[src/rtl/wave_nco.sv]
// wave_nco: phase-accumulator NCO with quarter-wave sine ROM, wave shapers, amplitude scaling and half-wave split
module wave_nco #(
    parameter int PHASE_W = 24,
    parameter int LUT_AW  = 6,
    parameter int DATA_W  = 8,
    parameter int AMP_W   = 8
) (
    input  logic               clk,
    input  logic               reset,
    input  logic               sin_clk,
    input  logic [PHASE_W-1:0] ftw,
    input  logic               ftw_load,
    input  logic [1:0]         wave_sel,
    input  logic [AMP_W-1:0]   amp,
    input  logic               phase_clr,
    output logic [DATA_W-1:0]  pos_out,
    output logic [DATA_W-1:0]  neg_out,
    output logic               sample_valid,
    output logic               wrap
);
    // Only the top phase bits feed the shapers; lower bits matter only for the accumulator.
    localparam int  TOP_W = 2 + (DATA_W > LUT_AW ? DATA_W : LUT_AW);
    localparam real PI    = 3.14159265358979323846;

    logic [PHASE_W-1:0] acc_q, acc_d, ftw_q;
    logic [PHASE_W:0]   sum;
    logic               wrap_q, wrap_d;

    logic               s1_v_q;
    logic [TOP_W-1:0]   s1_p_q;
    logic [1:0]         s1_sel_q;
    logic [AMP_W-1:0]   s1_amp_q;

    logic               s2_v_q, s2_neg_q;
    logic [DATA_W-1:0]  s2_mag_q;
    logic [AMP_W-1:0]   s2_amp_q;

    logic               valid_q;
    logic [DATA_W-1:0]  pos_q, neg_q;

    logic [1:0]         q;
    logic [LUT_AW-1:0]  idx, addr;
    logic [DATA_W-1:0]  frac, saw, mag_d, scaled;
    logic [AMP_W:0]     amp1;
    logic [DATA_W+AMP_W-1:0] prod;
    logic               unused_lsb;

    logic [DATA_W-1:0]  rom [2**LUT_AW];

    // Quarter-wave table sampled at bin centres so the mirrored quadrants stay symmetric.
    for (genvar k = 0; k < 2**LUT_AW; k++) begin : g_rom
        assign rom[k] = DATA_W'($rtoi((2.0**DATA_W - 1.0) *
                        $sin(PI / 2.0 * (real'(k) + 0.5) / (2.0**LUT_AW)) + 0.5));
    end

    assign sum = {1'b0, acc_q} + {1'b0, ftw_q};

    // Next accumulator value; a clear wins over a tick and suppresses the wrap pulse.
    always_comb begin
        acc_d  = phase_clr ? '0 : sin_clk ? sum[PHASE_W-1:0] : acc_q;
        wrap_d = !phase_clr && sin_clk && sum[PHASE_W];
    end

    // Accumulator, tuning word and wrap flag; a load only affects later ticks.
    always_ff @(posedge clk or posedge reset) begin
        if (reset) begin
            acc_q  <= '0;
            ftw_q  <= '0;
            wrap_q <= 1'b0;
        end else begin
            acc_q  <= acc_d;
            wrap_q <= wrap_d;
            if (ftw_load) ftw_q <= ftw;
        end
    end

    // S1: snapshot the pre-update phase together with this sample's controls.
    always_ff @(posedge clk or posedge reset) begin
        if (reset) begin
            s1_v_q   <= 1'b0;
            s1_p_q   <= '0;
            s1_sel_q <= '0;
            s1_amp_q <= '0;
        end else begin
            s1_v_q <= sin_clk;
            if (sin_clk) begin
                s1_p_q   <= acc_q[PHASE_W-1 -: TOP_W];
                s1_sel_q <= wave_sel;
                s1_amp_q <= amp;
            end
        end
    end

    assign q    = s1_p_q[TOP_W-1 -: 2];
    assign idx  = s1_p_q[TOP_W-3 -: LUT_AW];
    assign frac = s1_p_q[TOP_W-3 -: DATA_W];
    assign saw  = s1_p_q[TOP_W-2 -: DATA_W];
    assign addr = q[0] ? ~idx : idx;

    // Waveform magnitude; odd quadrants run the ROM and triangle backwards.
    always_comb begin
        mag_d = s1_sel_q == 2'd0 ? rom[addr] :
                s1_sel_q == 2'd1 ? (q[0] ? ~frac : frac) :
                s1_sel_q == 2'd2 ? {DATA_W{1'b1}} :
                                   (q[1] ? ~saw : saw);
    end

    // S2: registered ROM read / shaper result and half-wave polarity.
    always_ff @(posedge clk or posedge reset) begin
        if (reset) begin
            s2_v_q   <= 1'b0;
            s2_neg_q <= 1'b0;
            s2_mag_q <= '0;
            s2_amp_q <= '0;
        end else begin
            s2_v_q <= s1_v_q;
            if (s1_v_q) begin
                s2_mag_q <= mag_d;
                s2_neg_q <= q[1];
                s2_amp_q <= s1_amp_q;
            end
        end
    end

    assign amp1       = {1'b0, s2_amp_q} + (AMP_W+1)'(1);
    assign prod       = {{AMP_W{1'b0}}, s2_mag_q} * {{(DATA_W-1){1'b0}}, amp1};
    assign scaled     = prod[AMP_W +: DATA_W];
    assign unused_lsb = ^prod[AMP_W-1:0];

    // S3: scale and steer to one half-wave output; outputs hold between samples.
    always_ff @(posedge clk or posedge reset) begin
        if (reset) begin
            valid_q <= 1'b0;
            pos_q   <= '0;
            neg_q   <= '0;
        end else begin
            valid_q <= s2_v_q;
            if (s2_v_q) begin
                pos_q <= s2_neg_q ? '0 : scaled;
                neg_q <= s2_neg_q ? scaled : '0;
            end
        end
    end

    assign pos_out      = pos_q;
    assign neg_out      = neg_q;
    assign sample_valid = valid_q;
    assign wrap         = wrap_q;
endmodule

[config.mk]
export PLATFORM = sky130hd
export DESIGN_NAME = wave_nco
export DESIGN_NICKNAME = d
export VERILOG_FILES = /design/src/rtl/wave_nco.sv
export SDC_FILE = /design/constraint.sdc
export NUM_CORES = 1
export LEC_CHECK = 0
export CAP_MARGIN = 0
export CORE_MARGIN = 5
export CORE_UTILIZATION = 40
export CTS_CLUSTER_DIAMETER = 200
export DETAILED_ROUTE_END_ITERATION = 8
export MAX_ROUTING_LAYER = met4
export PLACE_DENSITY = 0.66
export REMOVE_ABC_BUFFERS = 1
export SYNTH_ARGS = -nofsm -noshare
export SYNTH_HDL_FRONTEND = slang
export SYNTH_SLANG_ARGS = --single-unit
[constraint.sdc]
create_clock -name clk -period 4.94 [get_ports clk]
set_clock_uncertainty 0.2 [all_clocks]
set_input_delay 0.988 -clock clk [delete_from_list [all_inputs] [get_ports clk]]
set_output_delay 0.988 -clock clk [all_outputs]
set_load 0.005 [all_outputs]
-- Yosys cells after proc, flatten, opt, wreduce, memory -nomap -nowiden
Memories as Yosys holds them, arrays and structs flattened.
Index checks and enable logic that the tools add are counted.
- reduce and logical (&&, ||, !) cells: 5
- bitwise logic cells: 4
- multiplexer cells: 12
- $lt $le $gt $ge: 1
- add/sub/neg operators: 2
- $mul: 1
- equality and inequality tests: 2
- operators with widths (cell ; count):
    8-bit two-way mux ; 9
    24-bit two-way mux ; 2
    24-bit by 24-bit adder with 25-bit output ; 1
    8-bit by 9-bit multiplier with 16-bit output ; 1
    8-bit NOT ; 2
    8-bit by 1-bit adder with 9-bit output (second input constant) ; 1
    7-bit >= comparator (second input constant) ; 1
    6-bit NOT with 7-bit output ; 1
    6-bit two-way mux ; 1
    6-bit NOT ; 1
    2-bit by 1-bit == test with 1-bit output (second input constant) ; 1
    2-bit == test (second input constant) ; 1
    1-bit logical AND ; 2
    2-bit zero test ; 1
    2-bit nonzero test ; 1
    1-bit zero test ; 1
- bits of input ports: 39
- output and inout bits: 18
- memories: 1
- ROM bits: 512
- register bits after elaboration: 105
- memories (memory ; depth ; bits a word ; rd ports ; clocked after Yosys merged registers in ; write ports ; line ; text):
    (name not given) ; 64 ; 8 ; 1 ; 0 ; 0 ; 102 ; mag_d = s1_sel_q == 2'd0 ? rom[addr] :

-- Logic depth before layout (Yosys ltp)
Gate-level depths: netlist (run 1).
- word-level depth: 7
- mapped depth: 21
- gate-level depth less buffers: 20

-- Worst setup path after synthesis (run 1)
OpenSTA, ideal clock, no wires.
- kind: flip-flop to flip-flop
- from: register s2_amp_q[0]
- to: register pos_q[7], in the netlist pos_out[7]
- buffers on the path: 1
- setup slack: -0.131 ns
- clock period less this slack: 5.071 ns
- stages on the path, launching flop included: 22
- arrival: 4.737 ns
- data required time: 4.605 ns
- cell sequence: dfrtp_1 buf_2 nand2_1 nor2_1 nand3_1 xor2_1 nor2b_1 fa_1 fa_1 fa_1 inv_1 fa_1 inv_1 ha_1 a21o_1 a21o_1 nand3_1 nand2_1 nor3_1 o21bai_1 xnor2_1 o22ai_1
- word-level cells in the longest chain between the ends: 3
- ends and longest elaborated chain (what ; line ; text):
    start: declaration ; 36 ; logic [AMP_W-1:0] s2_amp_q;
    start signal: assignment ; 120 ; s2_amp_q <= s1_amp_q;
    8-bit by 1-bit adder with 9-bit output ; 125 ; assign amp1 = {1'b0, s2_amp_q} + (AMP_W+1)'(1);
    8-bit by 9-bit multiplier with 16-bit output ; 126 ; assign prod = {{AMP_W{1'b0}}, s2_mag_q} * {{(DATA_W-1){1'b0}}, amp1};
    8-bit two-way mux ; 139 ; pos_q <= s2_neg_q ? '0 : scaled;
    end signal: assignment ; 139 ;
    end: declaration ; 39 ; logic [DATA_W-1:0] pos_q, neg_q;
No other way between the ends.
A chain may end at the register's enable or synchronous reset.

-- Worst setup path in the final report (run 1)
- from: register s2_amp_q[0]
- to: register neg_q[7], in the netlist neg_out[7]
- word-level cells in the longest chain between the ends: 3
- ends and longest elaborated chain (what ; line ; text):
    8-bit by 1-bit adder with 9-bit output ; 125 ;
    8-bit by 9-bit multiplier with 16-bit output ; 126 ;
    8-bit two-way mux ; 140 ; neg_q <= s2_neg_q ? scaled : '0;
    end signal: assignment ; 140 ;
    end: declaration ; 39 ;
No other way between the ends.

==> results of run 1 <==
## logic make-up (layout without fill, tap and decap cells)
group | Yosys count | count (layout)
adders and majority gates | 104 | 104
AOI/OAI and AO/OA | 179 | 179
xor gates and xnor gates | 61 | 61
and+or+nand+nor | 234 | 234
buffers and inverters | 111 | 185
muxes | 71 | 71
DFF | 105 | 105
## per-layer routing
metal	track usage	vias to the layer above
met1	0.214	3118
met2	0.250	108
met4	0.0294	0
met5	-	-
li1	-	3133
met3	0.0235	19
## registers in the layout, indices dropped and copies added (netlist names)
register	count
acc_q	24
ftw_q	24
s1_p_q	10
neg_out	8
pos_out	8
s1_amp_q	8
s2_amp_q	8
s2_mag_q	8
s1_sel_q	2
s1_v_q	1
s2_neg_q	1
s2_v_q	1
sample_valid	1
wrap	1
## through the flow
stage | instance area (um2) | utilization
detailed placement | 9320 | 0.456
global route | 9980 | 0.488
CTS | 9720 | 0.476
global placement | 9320 | 0.456
floorplan | 8190 | -
finish | 9980 | 0.488
## final timing paths
kind | from | endpoint | slack, ns
max | s2_amp_q[0]$_DFFE_PP0P_ | neg_out[7]$_DFFE_PP0P_ | 0.001
min | s1_amp_q[5]$_DFFE_PP0P_ | s2_amp_q[5]$_DFFE_PP0P_ | 0.30
max reg2reg | s2_amp_q[0]$_DFFE_PP0P_ | neg_out[7]$_DFFE_PP0P_ | 0.001
min reg2reg | s1_amp_q[5]$_DFFE_PP0P_ | s2_amp_q[5]$_DFFE_PP0P_ | 0.30
max in group asynchronous | reset | pos_out[1]$_DFFE_PP0P_ | 2.79
min in group asynchronous | reset | s2_amp_q[6]$_DFFE_PP0P_ | 0.98
## repair_timing
| item | 4_1_cts | 5_1_grt |
|---|---|---|
| resized for setup | 21 | 42 |
| pin swaps | 22 | 33 |
| buffers inserted | 4 | 10 |
| cloned | 0 | 0 |
| setup endpoints to repair | 5 | 16 |
| endpoints found under the hold margin | 0 | 0 |
## area by class of cell
type | count | area, um2 | share of cell area
flip-flops and latches | 105 | 2630 | 0.263
repair buffers | 101 | 908 | 0.0910
clock buffers | 11 | 253 | 0.0253
clock inverters | 4 | 27.5 | 0.00276
inverters | 69 | 262 | 0.0262
well taps | 270 | 338 | 0.0339
multi-input cells | 649 | 5560 | 0.557
## cells in the final DEF (no fill, tap or decap), types with 4 or more instances in the layout
cell	count
a21o_1	14
a21oi_1	41
a31oi_1	14
and2_1	19
and3_1	7
buf_4	41
buf_6	4
clkbuf_16	9
clkdlybuf4s50_1	55
dfrtp_1	104
fa_1	37
fa_2	4
ha_1	56
ha_4	4
inv_1	63
inv_2	5
mux2_2	51
mux2i_1	20
nand2_1	52
nand2_2	4
nand2b_1	16
nand3_1	13
nor2_1	45
nor2b_1	30
nor2b_2	4
nor2b_4	4
nor3_1	10
o2111ai_1	4
o211ai_1	6
o21a_1	4
o21ai_0	43
o21ai_1	4
o22ai_1	17
xnor2_1	33
xor2_1	21
xor2_2	4
==> reports/metrics.yaml, run 1 <==
routing:
  ant_nets: 0
  met3_length_um: 589
  wl_met2_um: 8760
  drc: 0
  wl_per_cell_um: 14.8
  wl_met1_um: 8370
  drtPass1Iterations: 5
  highest_layer: "met4"
  dr.first_iter.drc_count: 365
  vias: 6378
  wirelength_um: 17900
  routed_via_density: 5.28
setup_path:
  crit_family: "adder cells"
  crit_chain: "ha_4 > xor2_2 > buf_4 > and2_4 > fa_2 > fa_1 > inv_2 > fa_1 > inv_2 > fa_1 > ha_2 > buf_6 > a2111oi_4 > buf_4 > nor4_4 > nor3_2 > o21bai_1 > xnor2_1 > o22ai_1"
  end_kind: "flip-flop"
  path_buf_inv: 5
  cp_num_cells: 19
  critical_path.max_stage_delay_ns: 0.52
  required_ns: 4.95
  crit_top_cell: "fa_1"
  reg2regPathDepth: 19
  crit_path_max_fanout: 5
  critPathSlowestCell: "fa_1"
  cp.arrival_ns: 4.95
  startpoint_type: "flip-flop"
  crit_type: "reg2reg"
yosys:
  synth_top_family_by_area: "adder cells"
  yosys.area_share.adder: 0.192
  muxShareOfSynthArea: 0.0927
  syn_area_um2: 8360
  syn_area_per_cell_um2: 9.66
  synth_top_area_frac: 0.314
  ys_top_cells_by_area: "dfrtp_1 31%, fa_1 9.8%, ha_1 9.4%"
  synth_edf_count: 0
  yosys.cell_types.count: 61
  synthFlopType: "dfrtp_1"
  synth_compound_area_frac: 0.140
  ys_seq_area_frac: 0.314
  yosysMostFrequentCell: "dfrtp_1"
  synthCells: 865
  ys_warn_count: 0
  async_reset_ff_frac: 1.00
  synth-seq-cells: 105
  yosys.area.top_type: "dfrtp_1"
  synthSimpleGateAreaFrac: 0.143
  synthXorXnorAreaFrac: 0.0662
  ys_top_cells_by_count: "105 x dfrtp_1, 69 x inv_1, 63 x ha_1, 56 x nand2_1, 51 x mux2_2"
floorplan:
  io_pins: 57
  dieArea_um2: 23900
  die_y_um: 155
  start_util: 0.409
  die_x_um: 155
  rows: 52
  coreArea_um2: 20400
placement:
  portBuffers: 56
  finalWeightedCongestion: 0.864
  pre_cts_ws_ns: -0.121
  post-place-cells: 1180
  dpl.hpwl_um: 13200
clock_tree:
  numCtsBuffers: 9
  clk_latency_ns: 0.35
  clk_path_buf_depth: 2
  clock-sinks: 105
  clk_pin_slew_ns: 0.07
  ctsHoldBuffers: 0
  h-tree-depth: 3
  clock-root-buffer: "clkbuf_16"
  cts_tree: "built"
sta:
  fmax_mhz: 202
  rsz0062_at_grt: "true"
  drv_slew: 0
  final.setup.tns_ns: 0
  hold_viol_final: 0
  tightest_slew_ns: 1.13
  maxSlewHeadroom: 0.243
  holdWs_ns: 0.303
  period_share: 1.00
  layout_min_cycle_time_ns: 4.94
  fin_ws_ns: 0.00139
  setup_violations: 0
global_route:
  overflow: 0
  antenna_found_initial: 0
  grt_usage: 0.156
  grt_max_degree: 75
  grt_pass1_wl_um: 30300
  grt_pass1_vias: 6178
run:
  maxCapViolations: 0
status:
  status: "complete, no violations"
min_path:
  hold_path_depth: 1
  hold_path.class: "reg2reg"
final_layout:
  area_growth_pct: 19.4
  fin_cells: 1209
  fillers: 1894
  nNetsFinal: 1078
  drive_gt1_frac: 0.181
  antenna_cells: 0
Power of run 1 is left out: the tool's default activity adds up to more than one toggle a clock period on the data nets, which glitch-free logic cannot reach.
==> run 2: changes to the inputs <==
- SETUP_SLACK_MARGIN: unset -> 0.3
==> run 2 against run 1 <==
  * The run now ends with setup timing left
  * Utilization grew 0.92 points
  * Fmax shrank 0.15%
  * First-iteration DRC count grew 4.7%
  * Die area is the same
  * Global-route usage grew 0.31 points
==> reports/metrics.yaml, run 2 (synthesized netlist as in run 1, its figures left out) <==
routing:
  wirelength_um: 18300
  drtPass1Iterations: 5
  vias: 6461
  ant_nets: 0
  routed_via_density: 5.33
  dr.first_iter.drc_count: 382
  wl_per_cell_um: 15.1
  drc: 0
final_layout:
  reg_top3: "acc_q x24, ftw_q x24, s1_p_q x10"
  final_area_um2: 10200
  final_common_cell: "dfrtp_1"
  layout_common_cells: "104 x dfrtp_1, 62 x inv_1, 55 x ha_1, 55 x clkdlybuf4s50_1, 52 x nand2_1"
  drive_gt1_frac: 0.200
  nNetsFinal: 1081
  area_growth_pct: 21.6
  antenna_cells: 0
clock_tree:
  clock-root-buffer: "clkbuf_16"
  clk_path_buf_depth: 2
  cts_tree: "built"
  numCtsBuffers: 9
  clk_latency_ns: 0.35
  h-tree-depth: 3
  clk_pin_slew_ns: 0.07
  clock-sinks: 105
status:
  violations: "setup timing"
  status: "complete, but fails checks"
sta:
  fin_ws_ns: -0.00600
  setup_violations: 1
  fmax_mhz: 202
  layout_min_cycle_time_ns: 4.95
  rsz0062_at_grt: "true"
  hold_viol_final: 0
  period_share: 1.00
  maxSlewHeadroom: 0.245
  tightest_slew_ns: 1.13
  drv_slew: 0
setup_path:
  startpoint_type: "flip-flop"
  crit_start: "s2_amp_q[0]$_DFFE_PP0P_"
  rr_startpoint: "s2_amp_q[0]$_DFFE_PP0P_"
  worstSetupEndpoint: "neg_out[7]$_DFFE_PP0P_"
  crit_chain: "ha_4 > nand2_4 > nor2_4 > xnor2_2 > buf_4 > nor2b_4 > fa_1 > fa_1 > fa_1 > inv_2 > fa_1 > inv_2 > ha_4 > a21o_1 > a21o_1 > nand3_2 > nand2_2 > nor3_2 > o21bai_1 > xnor2_1 > o22ai_1"
  critPathSlowestCell: "fa_1"
  cp_num_cells: 21
  crit_top_cell: "fa_1"
  end_kind: "flip-flop"
  timing.rr.end: "neg_out[7]$_DFFE_PP0P_"
  critical_path.max_stage_delay_ns: 0.53
  crit_family: "adder cells"
  required_ns: 4.95
  reg2regPathDepth: 21
  crit_path_max_fanout: 3
  cp.arrival_ns: 4.96
  crit_type: "reg2reg"
  r2r_slack_ns: -0.006
  path_buf_inv: 3
global_route:
  grt_pass1_vias: 6302
  grt_pass1_wl_um: 31000
  antenna_found_initial: 0
  grt_max_degree: 75
  overflow: 0
  grt_usage: 0.159
floorplan:
  io_pins: 57
  die_y_um: 155
  coreArea_um2: 20400
  start_util: 0.409
  dieArea_um2: 23900
  die_x_um: 155
  rows: 52
placement:
  finalWeightedCongestion: 0.864
  pre_cts_ws_ns: -0.121
  place_area_um2: 9320
  portBuffers: 56
  dpl.hpwl_um: 13200
min_path:
  hold_path.class: "reg2reg"
run:
  maxCapViolations: 0
## run 2: cell types whose count changed in the layout (fill, tap and decap cells not counted), moves of 3 or more
cell	change
nor2b_2	+4
ha_4	+3
buf_6	+5
nand2_4	+3
nand2_2	-3
nor2b_1	-5
## run 2: what timing repair did
action / 4_1_cts / 5_1_grt
setup endpoints to repair: 16 / 16
cloned: 0 / 0
pin swaps: 52 / 32
resized for setup: 48 / 48
setup buffers: 13 / 4
hold buffers: 0 / 0
## run 2: metrics by stage
step	TNS [ns]	instances	util	hold slack, ns
floorplan	-0.816	823	-	0.272
global placement	-0.0903	1180	0.456	0.289
detailed placement	-0.304	1180	0.456	0.292
CTS	0	1208	0.485	0.308
global route	-0.831	1212	0.498	0.324
finish	-0.00600	1212	0.498	0.303
## run 2: area by class of cell
cell class	instances	area, um2
Clock buffer	11	253
Clock inverter	4	27.5
Timing Repair Buffer	104	950
Inverter	69	262
Multi-Input combinational cell	649	5710
Sequential cell	105	2630
Tap cell	270	338
Fill cell	1865	10300
## run 2: metal layers
metal  GRT usage  vias to the layer above  share of wire
li1            -                     3138              -
met1       0.217                     3184           0.47
met2       0.256                      122           0.48
met3      0.0224                       17          0.039
met4      0.0311                        0          0.012
met5           -                        -              0
## run 2: worst min path at each step
stage	from	end	slack (ns)	depth (start not counted)
after floorplan	acc_q[17]$_DFFE_PP0P_	acc_q[17]$_DFFE_PP0P_	0.27	2
after global placement	s1_amp_q[6]$_DFFE_PP0P_	s2_amp_q[6]$_DFFE_PP0P_	0.29	1
after detailed placement	s1_amp_q[5]$_DFFE_PP0P_	s2_amp_q[5]$_DFFE_PP0P_	0.29	1
after CTS	s1_amp_q[5]$_DFFE_PP0P_	s2_amp_q[5]$_DFFE_PP0P_	0.31	1
after global routing	s1_amp_q[4]$_DFFE_PP0P_	s2_amp_q[4]$_DFFE_PP0P_	0.32	1
final	s1_amp_q[5]$_DFFE_PP0P_	s2_amp_q[5]$_DFFE_PP0P_	0.30	1
Power of run 2 is left out for the same reason.
==> run 3: changes to the inputs <==
- ABC_AREA: unset -> 1
==> run 3 against run 2 <==
  * The run now ends clean
  * Via count up 22%
  * Worst hold slack worse by 0.092 ns
  * Worst setup slack improved by 0.27 ns
  * Largest cell class unchanged
==> reports/metrics.yaml, run 3 <==
yosys:
  syn_area_per_cell_um2: 7.27
  yosys.cell_types.count: 35
  synth-seq-cells: 105
  ys_top_cells_by_count: "364 x nand2_1, 159 x inv_1, 127 x nor2_1, 105 x dfrtp_1, 93 x nand3_1"
  async_reset_ff_frac: 1.00
  ys_seq_area_frac: 0.301
  ys_top_cells_by_area: "dfrtp_1 30%, nand2_1 16%, fa_1 9.4%"
  yosysMostFrequentCell: "nand2_1"
  synth_top_area_frac: 0.301
  synth_edf_count: 0
  ys_warn_count: 0
  yosys.area.top_type: "dfrtp_1"
  synthCells: 1199
  syn_area_um2: 8720
  synthFlopType: "dfrtp_1"
global_route:
  grt_pass1_vias: 7797
  antenna_found_initial: 0
  grt_max_degree: 81
  overflow: 0
  grt_usage: 0.188
  grt_pass1_wl_um: 37200
setup_path:
  startpoint_type: "flip-flop"
  critical_path.max_stage_delay_ns: 0.52
  path_buf_inv: 4
  crit_path_max_fanout: 5
  critPathSlowestCell: "fa_1"
  end_kind: "flip-flop"
  crit_family: "adder cells"
  required_ns: 4.99
  crit_type: "reg2reg"
  crit_top_cell: "fa_1"
  cp.arrival_ns: 4.73
  crit_chain: "nand3_2 > nor2_4 > inv_1 > o21ai_1 > nand2_2 > buf_4 > nor2_2 > fa_1 > fa_1 > fa_1 > inv_1 > fa_1 > inv_1 > ha_4 > a21oi_4 > o21ai_4 > a21oi_2 > nand3_1 > nand3_1 > nand2_1"
routing:
  ant_nets: 0
  routed_via_density: 5.05
  vias: 7876
  drc: 0
  wirelength_um: 22200
  wl_per_cell_um: 14.2
  dr.first_iter.drc_count: 510
  drtPass1Iterations: 6
power_and_ir_drop:
  vdd_drop_max_mv: 0.775
  pwr_density_cell_nw_per_um2: 627
  cellLeakagePower_nw: 5.35
sta:
  holdWs_ns: 0.212
  layout_min_cycle_time_ns: 4.68
  maxSlewHeadroom: 0.240
  fmax_mhz: 214
  hold_viol_final: 0
  rsz0062_at_grt: "true"
  tightest_slew_ns: 1.14
  period_share: 0.947
  final.setup.tns_ns: 0
  setup_violations: 0
  drv_slew: 0
status:
  status: "complete, no violations"
floorplan:
  die_y_um: 158
  dieArea_um2: 24800
  io_pins: 57
  coreArea_um2: 21600
  start_util: 0.403
  die_x_um: 158
  rows: 54
run:
  maxCapViolations: 0
placement:
  portBuffers: 56
  place_area_um2: 9600
  finalWeightedCongestion: 0.913
  dpl.hpwl_um: 16600
clock_tree:
  clock-root-buffer: "clkbuf_16"
  clk_latency_ns: 0.36
  ctsHoldBuffers: 0
  cts_tree: "built"
  clk_pin_slew_ns: 0.08
  numCtsBuffers: 9
  clock-sinks: 105
  h-tree-depth: 3
  clk_path_buf_depth: 2
final_layout:
  finish.utilization: 0.490
  nNetsFinal: 1419
  fillers: 2141
  seq_area_um2: 2630
  antenna_cells: 0
  layout_common_cells: "344 x nand2_1, 148 x inv_1, 111 x nor2_1"
  drive_gt1_frac: 0.137
  final_area_um2: 10600
  multi_input_comb_area_um2: 5830
  final_common_cell: "nand2_1"
  reg_top3: "acc_q x24, ftw_q x24, s1_p_q x10"
  area_growth_pct: 21.5
min_path:
  hold_path.class: "reg2reg"
[run 3: cell types whose count changed after synthesis, sizes merged, moves of 19 or more]
cell,previous run,this run
nand2,56,370
inv,69,160
nor2,49,128
nand3,17,93
nor2b,38,0
o21ai,47,81
xnor2,36,5
mux2,51,24
mux2i,20,0
xor2,25,5
and2,21,2
[run 3: through the flow]
stage               setup WS, ns  power [W]  instances
global placement           0.127    0.00447       1524
finish                     0.261    0.00664       1561
CTS                        0.292    0.00585       1554
detailed placement        0.0298    0.00447       1524
global route              0.0734    0.00723       1561
floorplan                  0.165    0.00358       1174
[run 3: cell type report]
cell class / count / share of cell area
Tap cell: 280 / 0.0331
Timing Repair Buffer: 91 / 0.0790
Sequential cell: 105 / 0.248
Multi-Input combinational cell: 905 / 0.551
Clock buffer: 9 / 0.0213
Inverter: 164 / 0.0584
Clock inverter: 7 / 0.00886
[run 3: per-layer routing]
| metal | vias up | track usage | wire, um | part of all wire |
|---|---|---|---|---|
| met5 | - | - | 0 | 0 |
| met4 | 0 | 0.0483 | 394 | 0.018 |
| met3 | 31 | 0.0232 | 913 | 0.041 |
| met2 | 169 | 0.314 | 10900 | 0.49 |
| met1 | 3712 | 0.244 | 9980 | 0.45 |
| li1 | 3964 | - | - | - |
[run 3: cells by family (layout without fill, tap and decap cells)]
group | after synthesis | count (layout) | synth area share
buf+inv | 189 | 271 | 0.0861
mux | 24 | 24 | 0.0310
fa+ha+maj | 104 | 104 | 0.185
xor+xnor | 10 | 10 | 0.0161
flops | 105 | 105 | 0.301
compound gates | 148 | 148 | 0.0919
simple gates | 619 | 619 | 0.289
[run 3: worst reg2reg max path, cell delays in order (launching register included)]
cell and delay, ns:
dfrtp_1 0.43, nand3_2 0.13, nor2_4 0.12, inv_1 0.08, o21ai_1 0.15, nand2_2 0.11, buf_4 0.16, nor2_2 0.09
fa_1 0.44, fa_1 0.49, fa_1 0.49, inv_1 0.05, fa_1 0.52, inv_1 0.06, ha_4 0.25, a21oi_4 0.21
o21ai_4 0.10, a21oi_2 0.18, nand3_1 0.14, nand3_1 0.12, nand2_1 0.05
[run 3: worst paths after layout]
path	endpoint	slack, ns	cells past startpoint	from
worst max register to register	pos_out[7]$_DFFE_PP0P_	0.26	20	s2_amp_q[0]$_DFFE_PP0P_
worst max-delay path	pos_out[7]$_DFFE_PP0P_	0.26	20	s2_amp_q[0]$_DFFE_PP0P_
min in group asynchronous	sample_valid$_DFF_PP0_	1.00	2	reset
worst min register to register	sample_valid$_DFF_PP0_	0.21	0	s2_v_q$_DFF_PP0_
max in group asynchronous	acc_q[4]$_DFFE_PP0P_	2.64	3	reset
worst min-delay path	sample_valid$_DFF_PP0_	0.21	0	s2_v_q$_DFF_PP0_
[run 3: power by group]
| group | internal, W | switching [W] |
|---|---|---|
| combinational | 0.00194 | 0.00277 |
| clock | 0.000409 | 0.000370 |
| sequential | 0.00101 | 0.000131 |
| total | 0.00337 | 0.00327 |
[run 3: timing repair]
item,4_1_cts,5_1_grt
pin swaps,22,47
resized for setup,47,69
hold endpoints to repair,0,0
endpoints found under the setup margin,16,16
buffers inserted,14,7
No activity file was read; power rests on OpenSTA's default activity.
